File: config.mk
export PLATFORM = sky130hd
export DESIGN_NAME = serial_code_rx
export DESIGN_NICKNAME = d
export VERILOG_FILES = /design/src/rtl/serial_code_rx.sv
export SDC_FILE = /design/constraint.sdc
export NUM_CORES = 1
export LEC_CHECK = 0
export ABC_AREA = 1
export BUFFER_PORTS_ARGS = -buffer_cell sky130_fd_sc_hd__clkbuf_2
export CAP_MARGIN = 20
export CORE_UTILIZATION = 30
export CTS_BUF_LIST = sky130_fd_sc_hd__clkbuf_8
export CTS_CLUSTER_SIZE = 24
export DETAILED_ROUTE_END_ITERATION = 16
export SYNTH_ARGS = -nofsm -noshare
export SYNTH_HDL_FRONTEND = slang
export SYNTH_SLANG_ARGS = --single-unit
File: constraint.sdc
create_clock -name clk -period 1.6 [get_ports clk]
set_input_delay 0.08 -clock clk [delete_from_list [all_inputs] [get_ports clk]]
set_output_delay 0.08 -clock clk [all_outputs]
set_load 0.02 [all_outputs]
File: src/rtl/serial_code_rx.sv
// Single-wire frame receiver (start, 5 code bits, parity, stop) that holds the
// last good code stable for the 7-segment decoder. Parity is passed through unchecked.
module serial_code_rx #(
    parameter int unsigned CLKS_PER_BIT = 16
) (
    input  logic clk,
    input  logic rst_n,
    input  logic rx,
    output logic b1,
    output logic b2,
    output logic b3,
    output logic b4,
    output logic b5,
    output logic b_par,
    output logic frame_valid,
    output logic frame_err,
    output logic busy
);

    localparam int unsigned CNT_W = $clog2(CLKS_PER_BIT);
    localparam logic [CNT_W-1:0] HALF_M1 = CNT_W'(CLKS_PER_BIT / 2 - 1);
    localparam logic [CNT_W-1:0] FULL_M1 = CNT_W'(CLKS_PER_BIT - 1);
    localparam logic [2:0]       LAST_BIT = 3'd4;

    typedef enum logic [2:0] {IDLE, START, DATA, PARITY, STOP} state_t;

    state_t           state, state_n;
    logic [CNT_W-1:0] clk_cnt, clk_cnt_n;
    logic [2:0]       bit_cnt, bit_cnt_n;
    logic [4:0]       shadow, shadow_n;
    logic             shadow_par, shadow_par_n;
    logic [4:0]       code, code_n;
    logic             par_n, valid_n, err_n, busy_n;
    logic             rx_meta, rx_s, rx_s_d;

    // Synchronizer and edge register preset to idle-high so reset never looks like a start edge
    always_ff @(posedge clk or negedge rst_n) begin
        if (!rst_n) begin
            rx_meta <= 1'b1;
            rx_s    <= 1'b1;
            rx_s_d  <= 1'b1;
        end else begin
            rx_meta <= rx;
            rx_s    <= rx_meta;
            rx_s_d  <= rx_s;
        end
    end

    always_ff @(posedge clk or negedge rst_n) begin
        if (!rst_n) begin
            state       <= IDLE;
            clk_cnt     <= '0;
            bit_cnt     <= '0;
            shadow      <= '0;
            shadow_par  <= 1'b0;
            code        <= '0;
            b_par       <= 1'b0;
            frame_valid <= 1'b0;
            frame_err   <= 1'b0;
            busy        <= 1'b0;
        end else begin
            state       <= state_n;
            clk_cnt     <= clk_cnt_n;
            bit_cnt     <= bit_cnt_n;
            shadow      <= shadow_n;
            shadow_par  <= shadow_par_n;
            code        <= code_n;
            b_par       <= par_n;
            frame_valid <= valid_n;
            frame_err   <= err_n;
            busy        <= busy_n;
        end
    end

    always_comb begin
        state_n      = state;
        clk_cnt_n    = clk_cnt;
        bit_cnt_n    = bit_cnt;
        shadow_n     = shadow;
        shadow_par_n = shadow_par;
        code_n       = code;
        par_n        = b_par;
        valid_n      = 1'b0;
        err_n        = 1'b0;

        case (state)
            IDLE: begin
                clk_cnt_n = '0;
                bit_cnt_n = '0;
                if (rx_s_d && !rx_s) state_n = START;
            end
            START: begin
                if (clk_cnt == HALF_M1) begin
                    clk_cnt_n = '0;
                    bit_cnt_n = '0;
                    state_n   = rx_s ? IDLE : DATA;
                end else begin
                    clk_cnt_n = clk_cnt + CNT_W'(1);
                end
            end
            DATA: begin
                if (clk_cnt == FULL_M1) begin
                    clk_cnt_n         = '0;
                    shadow_n[bit_cnt] = rx_s;
                    if (bit_cnt == LAST_BIT) state_n = PARITY;
                    else bit_cnt_n = bit_cnt + 3'd1;
                end else begin
                    clk_cnt_n = clk_cnt + CNT_W'(1);
                end
            end
            PARITY: begin
                if (clk_cnt == FULL_M1) begin
                    clk_cnt_n    = '0;
                    shadow_par_n = rx_s;
                    state_n      = STOP;
                end else begin
                    clk_cnt_n = clk_cnt + CNT_W'(1);
                end
            end
            STOP: begin
                // Leaving mid-stop-bit lets a back-to-back start edge be caught
                if (clk_cnt == FULL_M1) begin
                    clk_cnt_n = '0;
                    state_n   = IDLE;
                    if (rx_s) begin
                        code_n  = shadow;
                        par_n   = shadow_par;
                        valid_n = 1'b1;
                    end else begin
                        err_n = 1'b1;
                    end
                end else begin
                    clk_cnt_n = clk_cnt + CNT_W'(1);
                end
            end
            default: state_n = IDLE;
        endcase

        busy_n = (state_n != IDLE);
    end

    assign b1 = code[0];
    assign b2 = code[1];
    assign b3 = code[2];
    assign b4 = code[3];
    assign b5 = code[4];

endmodule

# Word level (Yosys, flattened, before mapping)
# Index checks and enable logic that the tools add are counted.
# W data, S select, Z words.
# classes
mux	24
n_reduce_logical	12
mul	0
bitwise	0
n_addsub	2
shift	0
div_mod_pow	0
magnitude_cmp	2
eq_ne	10
# ops
operator	n
$mux W3	9
$pmux W3 S5	1
$pmux W4 S3	1
$pmux W3 S3	1
$reduce_bool A3 Y1	3
$mux W4	2
$mux W1	7
$eq A3 B2 Y1 const B	2
$eq A3 B3 Y1 const B	2
$ne A2 B2 Y1 const B	3
$bwmux W5	1
$add A4 B1 Y4 const B	1
$eq A4 B3 Y1 const B	1
$eq A4 B4 Y1 const B	1
$lt A3 B4 Y1 const B	1
$reduce_and A2 Y1	2
$reduce_and A4 Y1	1
$add A3 B1 Y3 const B	1
$demux W1 S3	1
$eq A3 B1 Y1 const B	1
$ge A3 B1 Y1 const B	1
$logic_not A3 Y1	1
$reduce_and A3 Y1	1
$reduce_or A3 Y1	1
3 further kinds	4
# totals
output_inout_bits	9
rom_bits	0
mem_count	0
latchBits	0
wordCells	63
register_bits	28
ram_bits	0

# Logic depth before layout (Yosys ltp)
# Gate-level depths: netlist of the first run.
# logic_depth
depth_word	5
mapped_depth	8
mapped_depth_nobuf	8

# Worst setup path after synthesis of the first run
# OpenSTA, ideal clock, no wires.
# synth_timing
path_kind	register to register
startpoint	register clk_cnt[0]
endpoint	register shadow[4]
path_buffers	1
arrival_ps	1122
slack_ps	353
path_stages_with_launch	8
synth_period_minus_slack_ps	1247
setup_ps	124
cell_sequence	dfrtp_1 > ha_1 > nand3_2 > buf_6 > nor2_8 > nand3_1 > nand2_1 > o21ai_1
# synth_between
elab_chain_len	2
# synth_lines
item	line_no	text
start: declaration	28	logic [CNT_W-1:0] clk_cnt, clk_cnt_n;
start signal: assignment	63	clk_cnt <= clk_cnt_n;
$eq A4 B4 Y1	102	if (clk_cnt == FULL_M1) begin
$reduce_and A2 Y1 (no line)	-	
end signal: assignment	65	shadow <= shadow_n;
end: declaration	30	logic [4:0] shadow, shadow_n;
# No other way between the ends.
# A chain may end at the register's enable or synchronous reset.

# Final worst setup path of the first run
# layout_timing
startpoint	register clk_cnt[1]
endpoint	register state[0]
# layout_between
elab_chain_len	3
word_cells_on_any_way	7
# layout_lines
item	line_no	text
$eq A4 B4 Y1 or $eq A4 B3 Y1 (tied branches)	-	
$mux W3, on equally long branches	-	
$pmux W3 S5 *	86	case (state)
via state_n[0]	27	state_t state, state_n;
end signal: assignment	62	state <= state_n;
end: declaration	27	
# The timed path passes the listed nets; every way through them passes the cells marked *.

==> results_dict.tcl, run 1 <==
set metrics [dict create \
    status "complete, no violations" \
    die_area_sq_um 4840 \
    synth-seq-area-share_pct 51.4 \
    io_buffers 11 \
    areaGrowthSynthToFinish_pct 16.2 \
    ys_warn_count 0 \
    synth.distinct_cells 25 \
    hp-class "register to register" \
    initial_core_util_pct 31.2 \
    drive_gt1_share_pct 21.0 \
    grt_pass1_vias 960 \
    rows 24 \
    diodes 0 \
    post-route-period-util_pct 89.9 \
    r2r_cells 8 \
    gp_congestion 0.857 \
    slew_headroom_pct 54.2 \
    final_cell_mix "nand2_1 (49), dfrtp_1 (25), nand3_1 (22)" \
    cts.path.max_buffers 2 \
    core_sq_um 4380 \
    layout.nets 183 \
    final.setup.tns_ps 0 \
    syn-num-nets 164 \
    timing.rr.end "state[0]" \
    clk_latency_ps 270 \
    critPathArrivalTime_ps 1610 \
    numCtsBuffers 3 \
    power_leakage_nw 0.830 \
    drc_errors 0 \
    first_iter_violations 43 \
    rsz0062_at_grt "no" \
    die_h_um 69.6 \
    r2r_start "clk_cnt[1]" \
    finalNonFillerCells 228 \
    ys_ff_latch 28 \
    grt_antenna_before_repair 0 \
    path_clk_slew_ps 100 \
    finalPower_mw 2.01 \
    cts_sinks 28 \
    ant_nets 0 \
    grt_max_degree 29 \
    cts-root-buf "clkbuf_8" \
    postSynthAreaPerCell_sq_um 8.67 \
    crit_path_max_fanout 4 \
    end_kind "register" \
    place_hpwl_um 1760 \
    syn_inst 158 \
    ir_drop_mv 0.718 \
    cts_tree "built" \
    cts_setup_buffers 0 \
    grt_first_pass_wirelength_um 4420 \
    hold_start "rx_meta" \
    wl_um 2440 \
    post-place-ws_ps 128 \
    cts_max_level 1 \
    die_w_um 69.6 \
    max_clock_freq_mhz 695 \
    cp.required_ps 1770 \
    wire_per_inst_um 10.7 \
    grt_overflow 0 \
    fin_ws_ps 162 \
    finalSetupViolCount 0 \
    layout_commonest_cell "nand2_1" \
    final_max_slew_viol_count 0 \
    start_kind "register" \
    ios 12 \
    gr-usage-all-layers_pct 11.3 \
    firstDrtPassIters 4 \
    power_density_nw_per_um2 1260 \
    fin_crit_ps 1440 \
    place_inst 222 \
    final-hold-violation-count 0 \
    min_path_cells 0 \
    vias 1024 \
    crit_type "register to register" \
    holdPathEnd "rx_s" \
    worstMarginPinSlew_ps 687 \
    syn-cell-area_sq_um 1370 \
    finalClockSkew_ps 3.33 \
    reg2reg_slack_ps 160 \
    avgViaCountPerCell 4.49 \
    cap_viol_max_count 0 \
    postLayoutCoreUtil_pct 36.3 \
]
-- state kept, by name (all words and copies together) (netlist names) --
register,flops
code,5
shadow,5
clk_cnt,4
bit_cnt,3
state,3
b_par,1
busy,1
frame_err,1
frame_valid,1
rx_meta,1
rx_s,1
rx_s_d,1
shadow_par,1
-- how the worst max path moves through the flow --
stage	depth (start not counted)	start	slack [ps]	end
after floorplan	7	clk_cnt[0]	350	shadow[4]
after detailed placement	7	clk_cnt[1]	130	code[1]
after global placement	7	clk_cnt[0]	140	code[1]
final	8	clk_cnt[1]	160	state[0]
after CTS	7	clk_cnt[1]	100	code[1]
after global routing	8	clk_cnt[1]	30	busy
-- final cells by class --
type	count	area, sq um
Clock inverter	1	30.0
Inverter	16	60.1
Multi-Input combinational cell	112	593
Sequential cell	28	704
Tap cell	52	65.1
Clock buffer	3	41.3
Fill cell	459	2790
Timing Repair Buffer	16	97.6
-- cell usage after synthesis --
cell	instances	area (sq um)
inv_2	2	7.51
ha_1	3	37.5
nand3_1	22	110
nand3_2	1	10.0
o21ai_1	5	25.0
nor2_4	1	11.3
dfrtp_1	25	626
nor2_1	9	33.8
o21ai_2	1	8.76
buf_6	2	22.5
o211ai_1	1	7.51
o21ai_0	3	15.0
nand2_2	2	12.5
nor2_2	5	31.3
nand4_1	1	6.26
nor2_8	1	20.0
nand4_4	1	21.3
xor2_1	1	8.76
nor3_1	2	10.0
dfstp_2	3	78.8
nand2_1	49	184
nand2_4	1	11.3
inv_1	14	52.6
xnor2_1	1	8.76
a21oi_1	2	10.0
-- cell families after synthesis --
group / count (synthesis) / synth area share [%]
AO/OA/AOI/OAI: 12 / 4.84
XOR/XNOR: 2 / 1.28
adder cells (fa/ha/maj): 3 / 2.74
buffers and inverters: 18 / 6.03
flip-flops: 28 / 51.4
AND/OR/NAND/NOR: 95 / 33.7
-- critical path, stage by stage, from the launching register on --
cell and delay (ps):
dfrtp_1 400, ha_2 240, nand2_1 70, nor2_2 120
inv_1 110, nand2_2 90, nand3_1 80, nor2_1 160
inv_1 70
-- layer usage --
layer	vias up	share of wire [%]	track usage, %
li1	539	-	-
met3	2	3.8	3.63
met4	0	0.33	2.04
met5	-	0	0
met1	466	53	16.1
met2	17	43	17.0
-- power by group --
group / internal, mW / switching [mW] / leakage [nW]
logic: 0.185 / 0.351 / 0.424
registers: 0.794 / 0.130 / 0.370
clock network: 0.335 / 0.219 / 0.0357
-- stage by stage --
step | hold WS (ps) | instance area, sq um
after floorplan | -216 | 1370
after global placement | 166 | 1490
after CTS | 361 | 1580
after detailed placement | 161 | 1490
final | 360 | 1590
after global routing | 369 | 1590
-- timing repair --
item | 4_1_cts | 5_1_grt
setup endpoints to repair | 0 | 6
hold buffers | 2 | 0
gates resized for setup | 0 | 2
endpoints found under the hold margin | 26 | 0
Note: power is estimated with default switching activity, not from simulation.
==> inputs of run 2 (changes only) <==
Settings changed: CORE_MARGIN from default to 5, CORE_UTILIZATION 30 to 59, PLACE_DENSITY from default to 0.79, RECOVER_POWER from default to 50.
==> run 2 against run 1 <==
Worst setup slack worse by 32 ps; largest power group unchanged; combinational power is 8.2% higher; first-iteration DRC count shrank 19%; register-to-register slack worse by 30 ps; critical path type unchanged; cell area shrank 3.6%.
==> results_dict.tcl, run 2 (same netlist as run 1, synthesis figures left out) <==
set metrics [dict create \
    status "complete, no violations" \
    fin_crit_ps 1470 \
    grt_util_met3_pct 2.67 \
    whs_ps 365 \
    power_leakage_nw 0.792 \
    rows 17 \
    cts_tree "built" \
    grt_antenna_before_repair 0 \
    ios 12 \
    cp.required_ps 1760 \
    clk_latency_ps 270 \
    drc_errors 0 \
    critical_path.slowest_cell "dfrtp_1" \
    grt_max_degree 29 \
    initial_core_util_pct 61.9 \
    cts_max_level 1 \
    finalClockSkew_ps 3.11 \
    crit_path_cell_trace "ha_2, nand2_1, nor2_2, inv_1, nand2_2, nand3_1, nor2_1, nand2_1" \
    final.setup.tns_ps 0 \
    grt_util_met1_pct 23.7 \
    final_cell_mix "nand2_1 (49), dfrtp_1 (25), nand3_1 (22)" \
    core_sq_um 2210 \
    grt_overflow 0 \
    avgViaCountPerCell 5.27 \
    crit_type "register to register" \
    layout_commonest_cell "nand2_1" \
    wl_um 2700 \
    place_inst 197 \
    final_max_slew_viol_count 0 \
    place_hpwl_um 1910 \
    ant_nets 0 \
    gr-usage-all-layers_pct 17.2 \
    use_met2_pct 27.3 \
    drive_gt1_share_pct 15.3 \
    wire_per_inst_um 13.2 \
    finalSetupViolCount 0 \
    top_regs "code (5), shadow (5), clk_cnt (4)" \
    vias 1076 \
    post-route-period-util_pct 91.9 \
    cts-root-buf "clkbuf_8" \
    cts.path.max_buffers 2 \
    firstDrtPassIters 4 \
    finalNonFillerCells 204 \
    numCtsBuffers 3 \
    grt_first_pass_wirelength_um 4460 \
    slew_headroom_pct 55.7 \
    cp_common_cell "nand2_1" \
    start_kind "register" \
    end_kind "register" \
    rsz0062_at_grt "no" \
    postLayoutCoreUtil_pct 69.3 \
    die_w_um 58.2 \
    io_buffers 11 \
    final-hold-violation-count 0 \
    layout.nets 183 \
    grt_pass1_vias 997 \
    cpPeakStageDelay_ps 400 \
    die_area_sq_um 3390 \
    power_density_nw_per_um2 1260 \
    diodes 0 \
    first_iter_violations 35 \
    die_h_um 58.2 \
    cts_sinks 28 \
    worstMarginPinSlew_ps 665 \
    crit_path_max_fanout 4 \
    areaGrowthSynthToFinish_pct 12.0 \
    path_clk_slew_ps 90 \
    critPathArrivalTime_ps 1630 \
    top_usage_layer "met2" \
    gp_congestion 0.864 \
    max_clock_freq_mhz 680 \
    ir_drop_mv 1.22 \
    cap_viol_max_count 0 \
    fillers 186 \
    hp-class "register to register" \
]
## run 2: cell types whose count changed in the layout (fill, tap and decap cells not counted), sizes merged
cell	before	now
bufinv	1	0
clkbuf	14	15
## run 2: path summary, 6_finish.rpt
check | startpoint | endpoint | slack (ps) | depth (start not counted)
max | clk_cnt[1] | busy | 130 | 8
min | rx_meta | rx_s | 360 | 0
max reg2reg | clk_cnt[1] | busy | 130 | 8
min reg2reg | rx_meta | rx_s | 360 | 0
max in group asynchronous | rst_n | state[2] | 810 | 2
min in group asynchronous | rst_n | code[2] | 370 | 2
## run 2: cell type report
cell class	count	area (sq um)	share of cell area (%)
Multi-Input combinational cell	112	593	38.7
Tap cell	28	35.0	2.28
Sequential cell	28	704	45.9
Timing Repair Buffer	16	86.3	5.63
Inverter	16	60.1	3.92
Clock buffer	4	55.1	3.59
## run 2: worst max-delay path, delay by kind of cell (launching register included)
| family | cells | cell delay, ps |
|---|---|---|
| simple gates | 6 | 600 |
| flops | 1 | 400 |
| fa+ha+maj | 1 | 250 |
| buf+inv | 1 | 110 |
## run 2: power breakdown
group | internal (mW) | switching, mW | total [mW]
clock network | 0.220 | 0.206 | 0.426
registers | 0.793 | 0.129 | 0.922
logic | 0.198 | 0.381 | 0.579
total | 1.21 | 0.716 | 1.93
## run 2: metrics by stage
step	total power, mW	area, sq um	setup slack [ps]
after floorplan	1.31	1370	353
after global placement	1.43	1450	183
after detailed placement	1.46	1450	69.2
after CTS	1.90	1530	60.7
after global routing	2.06	1530	3.98
final	1.93	1530	130
## run 2: repair_timing
action                                 in CTS  in global routing
gates resized for setup                     0                  2
hold buffers                                2                  0
buffers inserted                            0                  1
endpoints found under the hold margin      26                  0
setup endpoints to repair                   0                  9
## run 2: layer usage
layer / vias to the layer above / part of all wire (%)
met5: - / 0
met4: 0 / 3.0
met3: 11 / 4.1
met2: 32 / 47
met1: 491 / 46
li1: 542 / -
==> inputs of run 3 (changes only) <==
Settings changed: CORE_UTILIZATION 59 to 40, PLACE_DENSITY 0.79 to default.
==> run 3 against run 2 <==
Worst setup slack improved by 4.9 ps; combinational power decreased by 8.6%; global-route usage decreased by 4.4 points; register-to-register slack about the same; sequential cell count unchanged; die area increased by 39%; clock power increased by 31%; largest power group unchanged; sequential power about the same; total power increased by 4.4%; clock skew decreased by 1.5 ps; maximum frequency increased by 0.33%.
==> results_dict.tcl, run 3 (same netlist as run 1, synthesis figures left out) <==
set metrics [dict create \
    status "complete, no violations" \
    use_met2_pct 20.6 \
    wire_per_inst_um 11.4 \
    firstDrtPassIters 4 \
    end_kind "register" \
    die_h_um 68.5 \
    layout.nets 182 \
    grt_max_degree 29 \
    final_cell_mix "nand2_1 (49), dfrtp_1 (25), nand3_1 (22)" \
    rows 21 \
    cts-root-buf "clkbuf_8" \
    cts_max_level 1 \
    first_iter_violations 68 \
    hp-class "primary input to asynchronous set/reset pin" \
    start_kind "register" \
    areaGrowthSynthToFinish_pct 14.2 \
    diodes 0 \
    slew_headroom_pct 54.4 \
    stdcell_area_sq_um 1570 \
    fin_crit_ps 1470 \
    dpl_cell_area_sq_um 1480 \
    cts.path.max_buffers 2 \
    core_sq_um 3340 \
    layout_commonest_cell "nand2_1" \
    worstMarginPinSlew_ps 684 \
    finalPower_mw 2.01 \
    ios 12 \
    cp.required_ps 1770 \
    io_buffers 11 \
    post-route-period-util_pct 91.6 \
    rsz0062_at_grt "no" \
    grt_antenna_before_repair 0 \
    max_clock_freq_mhz 683 \
    place_hpwl_um 1900 \
    wl_um 2510 \
    avgViaCountPerCell 4.81 \
    crit_type "register to register" \
    drc_errors 0 \
    die_w_um 68.5 \
    top_usage_layer "met2" \
    r2r_cells 8 \
    grt_overflow 0 \
    power_leakage_nw 0.794 \
    cts_tree "built" \
    die_area_sq_um 4700 \
    final.setup.tns_ps 0 \
    path_clk_slew_ps 90 \
    numCtsBuffers 3 \
    drive_gt1_share_pct 14.9 \
    critPathArrivalTime_ps 1640 \
    final-hold-violation-count 0 \
    crit_path_max_fanout 4 \
    cap_viol_max_count 0 \
    final_max_slew_viol_count 0 \
    gp_congestion 0.919 \
    ir_drop_mv 0.515 \
    grt_util_met1_pct 16.9 \
    finalClockSkew_ps 1.62 \
    finalSetupViolCount 0 \
    clk_latency_ps 280 \
    cts_sinks 28 \
    r2r_start "clk_cnt[0]" \
    top_regs "code (5), shadow (5), clk_cnt (4)" \
    power_density_nw_per_um2 1290 \
    grt_pass1_vias 1026 \
    vias 1063 \
    grt_util_met3_pct 1.94 \
    ant_nets 0 \
    reg2reg_slack_ps 130 \
    cts_setup_buffers 0 \
    grt_first_pass_wirelength_um 4460 \
    gr-usage-all-layers_pct 12.8 \
    timing.rr.end "bit_cnt[0]" \
    critPathLaunch "clk_cnt[0]" \
    initial_core_util_pct 41.1 \
]
## run 3: cell count changes in the layout (fill, tap and decap cells not counted), sizes merged
cell / before / now
buf: 3 / 2
bufinv: 0 / 1
clkbuf: 15 / 14
## run 3: metrics by stage
| stage | worst slack [ps] | cells | hold WS [ps] | utilization, % |
|---|---|---|---|---|
| floorplan | 353 | 158 | -216 | - |
| global placement | 153 | 215 | 155 | 44.2 |
| detailed placement | 111 | 215 | 163 | 44.2 |
| CTS | 88.8 | 221 | 364 | 46.9 |
| global route | 8.54 | 221 | 375 | 46.9 |
| finish | 135 | 221 | 365 | 46.9 |
## run 3: what timing repair did
action,4_1_cts,5_1_grt
hold buffers,2,0
gates resized for setup,0,2
hold endpoints to repair,26,0
setup endpoints to repair,0,7
## run 3: cell type report
type	count	area (sq um)
well taps	46	57.6
multi-input cells	112	593
clock buffers	3	41.3
fillers	337	1770
inverters	16	60.1
flip-flops and latches	28	704
clock inverters	1	30.0
repair buffers	15	78.8
## run 3: how the worst max path moves through the flow
| stage | end | depth (start not counted) | slack (ps) |
|---|---|---|---|
| 6_report | bit_cnt[0] | 8 | 130 |
| 5_1_grt | busy | 8 | 9 |
| 4_1_cts | code[0] | 7 | 90 |
| 3_5_place_dp | code[0] | 7 | 110 |
| 3_3_place_gp | code[3] | 7 | 150 |
| 2_1_floorplan | shadow[4] | 7 | 350 |
## run 3: where the power goes
| group | switching, mW | total (mW) | internal [mW] |
|---|---|---|---|
| Clock | 0.223 | 0.558 | 0.335 |
| Combinational | 0.348 | 0.529 | 0.181 |
| Sequential | 0.131 | 0.924 | 0.793 |
## run 3: worst max-delay path: stages (launching register included)
cell and delay, ps:
dfrtp_1 410, ha_2 240, nand2_1 80, nor2_2 140, inv_1 120, nand2_2 100
nand3_1 120, nand2_1 90, nand2_1 60
## run 3: per-layer routing
| layer | vias up | share of wire, % |
|---|---|---|
| met5 | - | 0 |
| met4 | 0 | 1.9 |
| met3 | 5 | 3.6 |
| met2 | 24 | 45 |
| met1 | 489 | 49 |
| li1 | 545 | - |
